<file path="src/rtl/splat_pkg.sv">
// rtl/splat_pkg.sv - shared constants, fetch-state encoding and burst-length helper for the splat fetch path
//
// Purpose: common definitions for the DDR3 -> splat FIFO fetch controller and its parent.
// Contents:
//   SPLAT_FIFO_DEPTH, SPLAT_MAX_BURST, SPLAT_DDR_AW : default geometry
//   splat_fetch_state_t                             : controller state encoding
//   splat_burst_len(addr, remaining)                : words in the next boundary-respecting burst
package splat_pkg;

  localparam int SPLAT_FIFO_DEPTH = 32;
  localparam int SPLAT_MAX_BURST  = 8;
  localparam int SPLAT_DDR_AW     = 29;
  localparam int SPLAT_BURST_LB   = $clog2(SPLAT_MAX_BURST);

  typedef enum logic [2:0] {
    IDLE,
    CREDIT,
    ISSUE,
    DRAIN,
    ABORT,
    FLUSH
  } splat_fetch_state_t;

  // A burst never crosses a MAX_BURST-aligned boundary, so it is limited both by
  // the words left in the job and by the room left in the current aligned block.
  function automatic logic [7:0] splat_burst_len(input logic [SPLAT_DDR_AW-1:0] addr,
                                                 input logic [15:0]             remaining);
    logic [15:0] room;
    room = 16'(SPLAT_MAX_BURST) - 16'(addr[SPLAT_BURST_LB-1:0]);
    return (remaining < room) ? remaining[7:0] : room[7:0];
  endfunction

endpackage

</file>
<file path="src/rtl/splat_fetch_ctrl.sv">
// rtl/splat_fetch_ctrl.sv - credit-limited DDR3 read-burst controller that fills the splat word FIFO
//
// Purpose: fetches num_words_i 64-bit words starting at base_addr_i from DDR3 in aligned
// bursts, writing returned data straight into the splat FIFO. Bursts are only issued when
// FIFO occupancy + words in flight + the new burst fit in the FIFO, so the FIFO never
// overflows. An abort drains all in-flight reads (discarding them) and then flushes the FIFO.
// Ports:
//   clk_i, reset_i            : clock, synchronous active-high reset
//   start_i, abort_i          : job start (honoured when idle) / job cancel pulses
//   base_addr_i, num_words_i  : job parameters, latched on start
//   busy_o, done_o            : job or abort in progress / one-cycle normal completion pulse
//   ddr_addr_o, ddr_burstcnt_o, ddr_rd_o, ddr_busy_i : DDR3 read request with waitrequest
//   ddr_dout_i, ddr_dout_ready_i                     : DDR3 read data return
//   fifo_wr_data_o, fifo_wr_en_o, fifo_count_i, fifo_flush_o : FIFO write side
module splat_fetch_ctrl
  import splat_pkg::*;
#(
  parameter int FIFO_DEPTH = SPLAT_FIFO_DEPTH,
  parameter int MAX_BURST  = SPLAT_MAX_BURST,
  parameter int AW         = SPLAT_DDR_AW
) (
  input  logic          clk_i,
  input  logic          reset_i,
  input  logic          start_i,
  input  logic          abort_i,
  input  logic [AW-1:0] base_addr_i,
  input  logic [15:0]   num_words_i,
  output logic          busy_o,
  output logic          done_o,
  output logic [AW-1:0] ddr_addr_o,
  output logic [7:0]    ddr_burstcnt_o,
  output logic          ddr_rd_o,
  input  logic          ddr_busy_i,
  input  logic [63:0]   ddr_dout_i,
  input  logic          ddr_dout_ready_i,
  output logic [63:0]   fifo_wr_data_o,
  output logic          fifo_wr_en_o,
  input  logic [5:0]    fifo_count_i,
  output logic          fifo_flush_o
);

  localparam int LB = $clog2(MAX_BURST);

  splat_fetch_state_t state_q, state_d;
  logic [AW-1:0]      addr_q, addr_d;
  logic [15:0]        remaining_q, remaining_d;
  logic [5:0]         outstanding_q, outstanding_d;
  logic               abort_pend_q, abort_pend_d;
  logic               done_q, done_d;

  logic [15:0]        room;
  logic [15:0]        burst_len;
  logic [6:0]         credit_sum;
  logic               credit_ok;
  logic               accept;

  // Burst sizing and credit. The sum is 7 bits wide so a full FIFO plus a full
  // in-flight window plus one more burst cannot wrap.
  always_comb begin
    room       = 16'(MAX_BURST) - 16'(addr_q[LB-1:0]);
    burst_len  = (remaining_q < room) ? remaining_q : room;
    credit_sum = 7'(fifo_count_i) + 7'(outstanding_q) + 7'(burst_len);
    credit_ok  = credit_sum <= 7'(FIFO_DEPTH);
    accept     = (state_q == ISSUE) && !ddr_busy_i;
  end

  always_comb begin
    state_d      = state_q;
    addr_d       = addr_q;
    remaining_d  = remaining_q;
    abort_pend_d = abort_pend_q;
    done_d       = 1'b0;
    // An acceptance and a data return in the same cycle net to n-1.
    outstanding_d = outstanding_q
                  + (accept ? 6'(burst_len) : 6'd0)
                  - (ddr_dout_ready_i ? 6'd1 : 6'd0);

    ddr_rd_o       = 1'b0;
    ddr_addr_o     = '0;
    ddr_burstcnt_o = '0;
    fifo_flush_o   = 1'b0;
    fifo_wr_en_o   = ddr_dout_ready_i;

    case (state_q)
      IDLE: begin
        if (start_i) begin
          if (num_words_i == 16'd0) begin
            done_d = 1'b1;
          end else begin
            addr_d       = base_addr_i;
            remaining_d  = num_words_i;
            abort_pend_d = 1'b0;
            state_d      = CREDIT;
          end
        end
      end
      CREDIT: begin
        if (abort_pend_q || abort_i) state_d = ABORT;
        else if (remaining_q == 16'd0) state_d = DRAIN;
        else if (credit_ok) state_d = ISSUE;
      end
      ISSUE: begin
        ddr_rd_o       = 1'b1;
        ddr_addr_o     = addr_q;
        ddr_burstcnt_o = burst_len[7:0];
        // A held request cannot be withdrawn; remember the abort and act on it
        // once the request has been accepted and counted.
        if (abort_i) abort_pend_d = 1'b1;
        if (!ddr_busy_i) begin
          addr_d      = addr_q + AW'(burst_len);
          remaining_d = remaining_q - burst_len;
          state_d     = CREDIT;
        end
      end
      DRAIN: begin
        if (abort_i) begin
          state_d = ABORT;
        end else if (outstanding_q == 6'd0) begin
          state_d = IDLE;
          done_d  = 1'b1;
        end
      end
      ABORT: begin
        fifo_wr_en_o = 1'b0;
        abort_pend_d = 1'b0;
        if (outstanding_q == 6'd0) state_d = FLUSH;
      end
      FLUSH: begin
        fifo_wr_en_o = 1'b0;
        fifo_flush_o = 1'b1;
        state_d      = IDLE;
      end
      default: state_d = IDLE;
    endcase
  end

  always_ff @(posedge clk_i) begin
    if (reset_i) begin
      state_q       <= IDLE;
      addr_q        <= '0;
      remaining_q   <= '0;
      outstanding_q <= '0;
      abort_pend_q  <= 1'b0;
      done_q        <= 1'b0;
    end else begin
      state_q       <= state_d;
      addr_q        <= addr_d;
      remaining_q   <= remaining_d;
      outstanding_q <= outstanding_d;
      abort_pend_q  <= abort_pend_d;
      done_q        <= done_d;
    end
  end

  assign busy_o         = (state_q != IDLE);
  assign done_o         = done_q;
  assign fifo_wr_data_o = ddr_dout_i;

  a_outstanding_max: assert property (@(posedge clk_i) disable iff (reset_i)
    outstanding_q <= 6'(FIFO_DEPTH));
  a_outstanding_underflow: assert property (@(posedge clk_i) disable iff (reset_i)
    ddr_dout_ready_i |-> (outstanding_q != 6'd0));

endmodule
</file>
<file path="config.mk">
export PLATFORM = sky130hd
export DESIGN_NAME = splat_fetch_ctrl
export DESIGN_NICKNAME = d
export VERILOG_FILES = /design/src/rtl/splat_pkg.sv /design/src/rtl/splat_fetch_ctrl.sv
export SDC_FILE = /design/constraint.sdc
export NUM_CORES = 1
export LEC_CHECK = 0
export CAP_MARGIN = 5
export CORE_UTILIZATION = 35
export CTS_CLUSTER_DIAMETER = 40
export DETAILED_ROUTE_END_ITERATION = 8
export PLACE_DENSITY = 0.74
export SYNTH_ARGS = -nofsm -noshare
export SYNTH_HDL_FRONTEND = slang
export SYNTH_SLANG_ARGS = --single-unit
</file>
<file path="constraint.sdc">
create_clock -name clk_i -period 12.3 [get_ports clk_i]
set_clock_uncertainty 0.1 [all_clocks]
set_input_delay 2.46 -clock clk_i [delete_from_list [all_inputs] [get_ports clk_i]]
set_output_delay 2.46 -clock clk_i [all_outputs]
set_load 0.02 [all_outputs]
</file>
# Word-level counts from Yosys, hierarchy flattened
# Cells that the tools add are included.
# Widths: inputs -> output; s select.
word_totals:
  register_bits: 56
  input_bits: 121
  elab_cells: 76
op_classes:
  n_addsub: 7
  magnitude_cmp: 2
  n_eq_ne: 12
  n_mux: 35
  n_reduce_logical: 14
ops:
  columns: ["operator", "n"]
  rows:
  - ["$mux 29", 4]
  - ["$mux 16", 4]
  - ["$pmux 29 s2", 1]
  - ["$logic_not 16->1", 2]
  - ["$pmux 16 s2", 1]
  - ["$add 29x16->29", 1]
  - ["$mux 3", 9]
  - ["$lt 16x16->1", 1]
  - ["$sub 16x16->16", 1]
  - ["$pmux 3 s5", 1]
  - ["$mux 1", 11]
  - ["$ne 2x2->1 const B", 5]
  - ["$mux 8", 1]
  - ["$reduce_and 4->1", 2]
  - ["$add 6x6->7", 1]
  - ["$add 7x7->7", 1]
  - ["$le 7x6->1 const B", 1]
  - ["$add 6x6->6", 1]
  - ["$eq 3x2->1 const B", 2]
  - ["$eq 3x3->1 const B", 2]
  - ["$logic_not 6->1", 1]
  - ["$mux 6", 1]
  - ["$reduce_and 6->1", 1]
  - ["$reduce_bool 3->1", 2]
  - ["13 further kinds", 13]

# Longest topological paths before layout
logic_depth:
  word_depth: 9
  mapped_depth: 20

# Worst setup path after synthesis
# No wires, ideal clock.
synth_path:
  kind: "input to output"
  start: "input port ddr_dout_ready_i"
  end: "output port fifo_wr_en_o"
  arrival_ns: 2.670
  required_time_ns: 9.740
  slack_ns: 7.070
  cell_stages: 1
  n_path_buf: 0
  path_cell_list: "and2_1"
synth_via:
  elab_chain_len: 1
synth_rtl:
  columns: ["item", "line", "rtl"]
  rows:
  - ["from (decl)", "splat_fetch_ctrl.sv:35", "input logic ddr_dout_ready_i,"]
  - ["$mux 1", "splat_fetch_ctrl.sv:84", "case (state_q)"]
  - ["to (decl)", "splat_fetch_ctrl.sv:37", "output logic fifo_wr_en_o,"]
# No other way between the ends.

# Final worst setup path
# Ends and elaborated chain as after synthesis.

==> impl_metrics.json <==
{
  "hold_class": "flip-flop to flip-flop",
  "synthCells": 787,
  "num_antenna_cells": 0,
  "slew_violations": 0,
  "htreeDepth": 2,
  "worst_ep_required_time_ns": 9.74,
  "pre_cts_ws_ns": 6.087,
  "cts_resized": 0,
  "cts_sinks": 56,
  "critPathArrivalTime_ns": 3.64,
  "ios": 227,
  "synth_top_family_by_area": "compound AO/OA/AOI/OAI gates",
  "die_area_um2": 17000,
  "layout_commonest_cell": "clkdlybuf4s50_1",
  "drive_gt1_share_pct": 4.403,
  "grt_overflow_total": 0,
  "vias_per_cell": 5.582,
  "p_leak_nw": 2.719,
  "grt_max_degree": 84,
  "die_h_um": 130.4,
  "r2r_slack_ns": 7.45,
  "rows": 46,
  "post_drt_wl_per_cell_um": 15.95,
  "fin_nets": 964,
  "firstDrtPassIters": 4,
  "synth-simple-area-share_pct": 22.22,
  "rsz0062_at_grt": "false",
  "max-clock-path-buffers": 2,
  "cp_slowest_cell": "clkdlybuf4s50_1",
  "worstPathMaxFanout": 2,
  "crit_type": "input port to output port",
  "wirelength_um": 16120,
  "cts-buffers-inserted": 5,
  "antenna_found_initial": 0,
  "tightest_slew_ns": 0.8518,
  "clock.fmax_mhz": 161.2,
  "core_area_um2": 16000,
  "fin_util_pct": 40.88,
  "crit_top_cell": "clkdlybuf4s50_1",
  "status": "completed",
  "seq_area_um2": 1121,
  "setup_viol": 0,
  "synth_area_um2": 5771,
  "grt_pass1_wl_um": 25700,
  "relSlewSlack_pct": 43.15,
  "muxShareOfSynthArea_pct": 2.168,
  "first_global_vias": 5118,
  "synth_compound_area_share_pct": 26.13,
  "postCtsSetupRepairBufs": 0,
  "start_util_pct": 36.07,
  "multi_input_area_um2": 3815,
  "cts_hold_buf": 0,
  "syn_to_final_growth_pct": 13.36,
  "cp_top_family": "buffers and inverters",
  "drc": 0,
  "num_vias": 5643,
  "synth_warnings": 0,
  "die_w_um": 130.4,
  "clk-insertion-delay-late_ns": 0.31,
  "place_congestion": 0.8687,
  "grt_usage_pct": 19.02,
  "hold_viol_final": 0,
  "path_cells": "clkdlybuf4s50_1 -> and2_1 -> clkdlybuf4s50_1",
  "dpl_cell_area_um2": 6395,
  "seq_area_frac_synth_pct": 19.43,
  "synth_xor_area_share_pct": 2.428,
  "antenna_left": 0,
  "power.density_nw_per_um2": 151.6,
  "finalSetupTns_ns": 0,
  "drv_cap": 0,
  "fin_crit_sh_pct": 50.44,
  "startpoint_type": "input port",
  "path_clk_slew_ns": 0.08,
  "syn_avg_cell_area_um2": 7.332,
  "cts_root_buf": "clkbuf_16",
  "synthArstFlopShare_pct": 0,
  "fin_ws_ns": 6.096,
  "first_iter_violations": 367,
  "ys_ff_latch": 56,
  "critPathCaptureType": "output port",
  "peakVddDrop_mv": 0.06142,
  "synth_fa_ha_area_share_pct": 11.93,
  "num-fill-cells": 1681,
  "final_cell_mix": "clkdlybuf4s50_1 (94), nand2_1 (82), nor2_1 (59), dfxtp_1 (56), a21oi_1 (50)",
  "cpPeakStageDelay_ns": 0.59,
  "synth-edff-count": 0,
  "ys.flop_type": "dfxtp_1",
  "cts_tree": "done",
  "cp.buffers_inverters": 2,
  "fin_area_um2": 6541,
  "dp_hpwl_um": 11330,
  "io_buffer_count": 94,
  "synthDistinctLibCells": 74,
  "period_needed_ns": 6.204
}
==> cells by family (layout without fill, tap and decap cells) <==
kind of cell / count (synthesis) / after routing
AOI/OAI and AO/OA: 222 / 222
xor gates and xnor gates: 16 / 16
adders and majority gates: 49 / 49
buffers and inverters: 170 / 161
DFF: 56 / 56
muxes: 12 / 12
other: 2 / 19
and+or+nand+nor: 260 / 260
==> stage by stage <==
stage          hold slack (ns)  total power [mW]  cells
2_1_floorplan           0.3593            0.7256    804
3_3_place_gp            0.3784            0.8173   1003
3_5_place_dp            0.3800            0.8288   1003
4_1_cts                 0.3981            0.9859   1011
5_1_grt                 0.4151             1.076   1011
6_report                0.3964            0.9916   1011
==> flip-flops by register name, summed over array words and instances (netlist names) <==
register / flops
abort_pend_q: 1
addr_q: 29
done_o: 1
outstanding_q: 6
remaining_q: 16
state_q: 3
==> power breakdown <==
group	switching (mW)	leakage [nW]	internal [mW]
Sequential	0.0412	0.462	0.217
Clock	0.0794	0.0702	0.0764
Combinational	0.335	2.19	0.242
==> layout make-up <==
cell class / count / area share [%]
Multi-Input combinational cell: 578 / 58.32
Timing Repair Buffer: 101 / 15.19
Clock inverter: 3 / 0.3252
Inverter: 52 / 2.984
Clock buffer: 5 / 1.913
Sequential cell: 56 / 17.14
Tap cell: 216 / 4.132
==> layer usage <==
layer	GRT usage [%]	share of wire, %
met5	0	0
met4	5.544	1.3
met3	3.054	7.4
met2	30.63	45
met1	26.15	46
==> synthesized netlist by cell type, types with 10 or more instances <==
library cell | number | area, µm²
ha_1 | 39 | 488.0
nand3_1 | 13 | 65.06
a21o_1 | 17 | 127.6
nor3_1 | 22 | 110.1
inv_1 | 49 | 183.9
and3_1 | 28 | 175.2
nand2_1 | 82 | 307.8
a31oi_1 | 16 | 100.1
buf_4 | 68 | 510.5
clkbuf_1 | 41 | 153.9
xnor2_1 | 10 | 87.58
fa_1 | 10 | 200.2
nor4_1 | 11 | 68.82
nor2_1 | 59 | 221.5
o21a_1 | 10 | 75.07
a21oi_1 | 50 | 250.2
dfxtp_1 | 56 | 1121
o21ai_0 | 40 | 200.2
==> path summary, 6_finish.rpt <==
kind	cells after the start	end	startpoint
setup / recovery	3	fifo_wr_en_o	ddr_dout_ready_i
hold / removal	1	remaining_q[7]	remaining_q[7]
setup reg to reg	20	state_q[1]	addr_q[0]
hold reg to reg	1	remaining_q[7]	remaining_q[7]
(Power assumes the default switching activity.)
